File: src/rtl/adder_pkg.sv
// Shared types and defaults for the bit-serial adder.
package adder_pkg;

    typedef enum logic [1:0] {
        IDLE = 2'd0,
        RUN  = 2'd1
    } sa_state_t;

    localparam int DEFAULT_WIDTH = 8;

endpackage

File: src/rtl/fa.sv
// One-bit full adder cell driven by the serial adder controller.
module fa (
    input  logic A,
    input  logic B,
    input  logic Cin,
    output logic S,
    output logic Cout
);

    assign S    = A ^ B ^ Cin;
    assign Cout = (A & B) | (Cin & (A ^ B));

endmodule

File: src/rtl/serial_adder.sv
// Bit-serial WIDTH-bit adder: feeds operand bits LSB-first through one fa cell
// and recirculates the carry, producing {cout,sum} = op_a + op_b + cin.
module serial_adder
    import adder_pkg::*;
#(
    parameter int WIDTH = DEFAULT_WIDTH
) (
    input  logic             clk,
    input  logic             rst_n,
    input  logic             start,
    input  logic [WIDTH-1:0] op_a,
    input  logic [WIDTH-1:0] op_b,
    input  logic             cin,
    output logic             busy,
    output logic             done,
    output logic [WIDTH-1:0] sum,
    output logic             cout,
    output logic             ovf
);

    localparam int            CW   = $clog2(WIDTH + 1);
    localparam logic [CW-1:0] LAST = CW'(WIDTH - 1);

    sa_state_t        state;
    logic [WIDTH-1:0] a_sr;
    logic [WIDTH-1:0] b_sr;
    logic [WIDTH-1:0] s_sr;
    logic [WIDTH-1:0] s_next;
    logic [CW-1:0]    count;
    logic             carry;
    logic             fa_s;
    logic             fa_cout;

    fa u_fa (
        .A   (a_sr[0]),
        .B   (b_sr[0]),
        .Cin (carry),
        .S   (fa_s),
        .Cout(fa_cout)
    );

    // New sum bit enters at the MSB; the cast form also covers WIDTH=1.
    assign s_next = WIDTH'({fa_s, s_sr} >> 1);

    // NOTE: sequential state uses non-blocking assignments so every register
    // samples the pre-edge values of the others, regardless of statement order.
    always_ff @(posedge clk or negedge rst_n) begin
        if (!rst_n) begin
            state <= IDLE;
            a_sr  <= '0;
            b_sr  <= '0;
            s_sr  <= '0;
            count <= '0;
            carry <= 1'b0;
            busy  <= 1'b0;
            done  <= 1'b0;
            sum   <= '0;
            cout  <= 1'b0;
            ovf   <= 1'b0;
        end else begin
            done <= 1'b0;
            case (state)
                IDLE: begin
                    if (start) begin
                        a_sr  <= op_a;
                        b_sr  <= op_b;
                        carry <= cin;
                        count <= '0;
                        busy  <= 1'b1;
                        state <= RUN;
                    end
                end
                RUN: begin
                    a_sr  <= a_sr >> 1;
                    b_sr  <= b_sr >> 1;
                    s_sr  <= s_next;
                    carry <= fa_cout;
                    count <= count + CW'(1);
                    if (count == LAST) begin
                        // carry here is the carry into the MSB
                        sum   <= s_next;
                        cout  <= fa_cout;
                        ovf   <= fa_cout ^ carry;
                        done  <= 1'b1;
                        busy  <= 1'b0;
                        state <= IDLE;
                    end
                end
                default: begin
                    busy  <= 1'b0;
                    state <= IDLE;
                end
            endcase
        end
    end

endmodule

File: config.mk
export PLATFORM = sky130hd
export DESIGN_NAME = serial_adder
export DESIGN_NICKNAME = d
export VERILOG_FILES = /design/src/rtl/adder_pkg.sv /design/src/rtl/fa.sv /design/src/rtl/serial_adder.sv
export SDC_FILE = /design/constraint.sdc
export NUM_CORES = 1
export LEC_CHECK = 0
export CAP_MARGIN = 20
export CORE_MARGIN = 1.5
export CORE_UTILIZATION = 45
export CTS_CLUSTER_SIZE = 30
export DETAILED_ROUTE_END_ITERATION = 7
export HOLD_SLACK_MARGIN = 0.05
export PLACE_DENSITY = 0.68
export SYNTH_ARGS = -nofsm -noshare
export SYNTH_HDL_FRONTEND = slang
export SYNTH_SLANG_ARGS = --single-unit
File: constraint.sdc
create_clock -name clk -period 1.8 [get_ports clk]
set_input_delay 0.27 -clock clk [delete_from_list [all_inputs] [get_ports clk]]
set_output_delay 0.27 -clock clk [all_outputs]
set_load 0.02 [all_outputs]
==> results by group <==
Floorplanning
  – DIE WIDTH: approximately 65 um
  – Core Area: about 3700 um^2
  – Die Ht: roughly 65 um
  – Starting Density: a little under half
  – FP Rows: 22
  – Top Ports: 32
  – Die area: roughly 4200 um^2

Timing
  – Fmax: ~640 MHz
  – Fin crit share: between 80% and 90%
  – Slew Limit Fails: 0
  – Fin. Hold Viols: 0
  – Relative slew margins: between 60% and 70%
  – Clock skew: 0.00239 ns
  – RSZ-0062 raised after global routing: false
  – Clock period minus worst slack: roughly 1.6 ns
  – Number of setup violations in the final report: 0
  – Min Hold Slack: 0.471 ns
  – Slew @ Worst Pin: 0.488 ns
  – Setup_tns: 0 ns

Place
  – HPWL Detailed: between 2000 and 2500 um
  – Port bufs: 31
  – Routability Congestion: between 0.7 and 0.8
  – Placed cell area: ~2100 um^2
  – Inst Count DP: 207

Worst setup path
  – Critical path's slowest cell: clkdlybuf4s50_1
  – R2R depth: 3
  – Crit path launch type: register
  – Flop-to-flop setup slack: between 0.3 and 0.4 ns
  – Crit. path cell count: 1
  – Worst reg2reg startpoint: busy
  – Worst Path Required: 1.53 ns
  – CP Max Fanout: 3
  – Crit path max-delay family: buffers and inverters
  – Worst path buffer plus inverter count: 1
  – Crit path largest cell delay: between 0.6 and 0.7 ns
  – R2R Path End: sum[1]
  – Worst Path Class, Setup: register to primary output
  – Worst-path cell chain: clkdlybuf4s50_1
  – CP Capture Type: primary output
  – WP data arrival: 1.29 ns

Synth
  – Adder-cell share of the synthesized area: 1.89%
  – Mapped Avg Cell Area: 13.0 um^2
  – Flops & latches, synth: 40
  – Multiplexer share of the synthesized area: between 20% and 30%
  – Mapped Cells: 132
  – Cell Area, Synth: between 1500 and 2000 um^2
  – Synth top area cells: dfrtp_1 58%, mux2i_1 10%, mux2_4 6.1%, mux2_2 5.9%, o21ai_0 5.0%
  – Area share of the largest cell type after synthesis: 58.3%
  – Library cells used by synthesis: 20
  – Synth Area in Compound Gates: between 5 and 6%
  – Seq/Total Area, Yosys: between 50% and 60%
  – Area leader, netlist: dfrtp_1
  – Synth Area in Simple Gates: around 7.0%
  – Largest family of logic cells by synthesized area: multiplexers
  – Synthesized-area fraction occupied by xor and xnor cells: 1.53%
  – Yosys warnings: 0
  – Net Count, Synth: 154

CTS
  – CTS clk-pin slew, worst paths: around 0.070 ns
  – Hold-fix buffers, CTS: 1
  – Number of H-tree levels: 2
  – CTS tree: built
  – Clk sinks: 40
  – Setup bufs post-CTS: 0
  – Clk buf depth: 2
  – CTS Buf Count: 5
  – CTS Root Cell: clkbuf_8
  – PostCTS Resize Cnt: 0
  – Worst skew pair latency: 0.28 ns

Global route
  – Number of global-route vias before repair: 1106
  – Total GRT Usage: between 15 and 20%
  – Initial antenna violation count: 0
  – First-pass GRT wire length: 5020 um
  – Global route overflow: 0
  – Largest net degree at the start of global routing: 29

Final layout
  – Commonest non-fill, non-tap cell in the layout: dfrtp_1
  – Fraction of layout cells with a size suffix above 1: roughly 17%
  – Layout area overhead: 27.7%
  – Nets: 189
  – Finished Cell Area: 2190 um^2
  – Commonest non-fill, non-tap cells in the layout: 40 x dfrtp_1, 30 x clkdlybuf4s50_1, 18 x mux2i_1
  – Fin cells: 216
  – ANT cells: 0
  – FILL cells: approximately 320

Route
  – Avg WL per Cell: between 10 and 15 um
  – Via count: about 1100
  – Drt drc: 0
  – Vias per cell: around 5.0
  – 1st-iter DRT viols: 40
  – Drt pass-1 iters: 4
  – Total wire length: roughly 2900 um
  – ANT nets after route: 0

Job
  – Max_cap viols: 0

Power
  – Leak: around 1.0 nW
  – Peak supply drop: approximately 0.00080 V
  – PD cells: between 1500 and 2000 nW/um^2

Outcome
  – Status: finished, final reports clean

Hold path
  – Hold WC Path Type: input pin to async pin
-- metal layers --
layer	routed length, um	GRT usage (%)
met4	49	6.38
met5	0	0
met2	1380	26.7
met3	182	6.08
met1	1310	19.4
-- worst max path at each step --
stage               start        to  slack (ns)
finish               busy      busy        0.24
global route         busy      busy        0.18
CTS                  busy      busy        0.22
detailed placement  start  count[3]        0.39
global placement    start  count[3]        0.41
floorplan            busy      cout        0.47
-- state kept, by name, indices dropped and copies added (netlist names) --
name   count
s_sr       7
sum        8
a_sr       8
busy       1
ovf        1
count      4
carry      1
done       1
cout       1
b_sr       8
-- stage by stage --
stage	util [%]	worst slack (ns)	total power [mW]
2_1_floorplan	-	0.475	2.41
4_1_cts	59.9	0.221	3.50
3_3_place_gp	57.2	0.409	2.81
5_1_grt	59.9	0.180	3.69
6_report	59.9	0.238	3.45
3_5_place_dp	57.2	0.387	2.89
-- cell type report --
type	count	area (um^2)	area share, %
repair buffers	36	370	16.9
multi-input cells	83	668	30.5
inverters	1	3.75	0.171
flip-flops and latches	40	1000	45.6
well taps	48	60.1	2.74
clock buffers	8	90.1	4.11
-- synth_stat cells --
library cell  number
a22o_1             2
buf_2              3
buf_4              1
buf_6              1
clkbuf_1           3
dfrtp_1           40
fa_1               1
ha_1               1
inv_1              1
mux2_2             9
mux2_4             7
mux2i_1           18
nand2_1           17
nand2b_1           2
nand3_1            1
nand4b_4           1
nor2_1             4
o21ai_0           17
xnor2_1            2
xor2_1             1
-- power by group --
group	internal [mW]	switching (mW)	total [mW]
Sequential	1.27	0.244	1.51
Combinational	0.728	0.601	1.33
Clock	0.313	0.291	0.604
Total	2.31	1.14	3.45
-- kinds of logic (layout without fill, tap and decap cells) --
group	count (synthesis)	in the layout
AND/OR/NAND/NOR	25	25
buffers and inverters	9	45
adder cells (fa/ha/maj)	2	2
XOR/XNOR	3	3
AO/OA/AOI/OAI	19	19
multiplexers	34	34
flip-flops	40	40
Power figures use the tool's default switching activity.
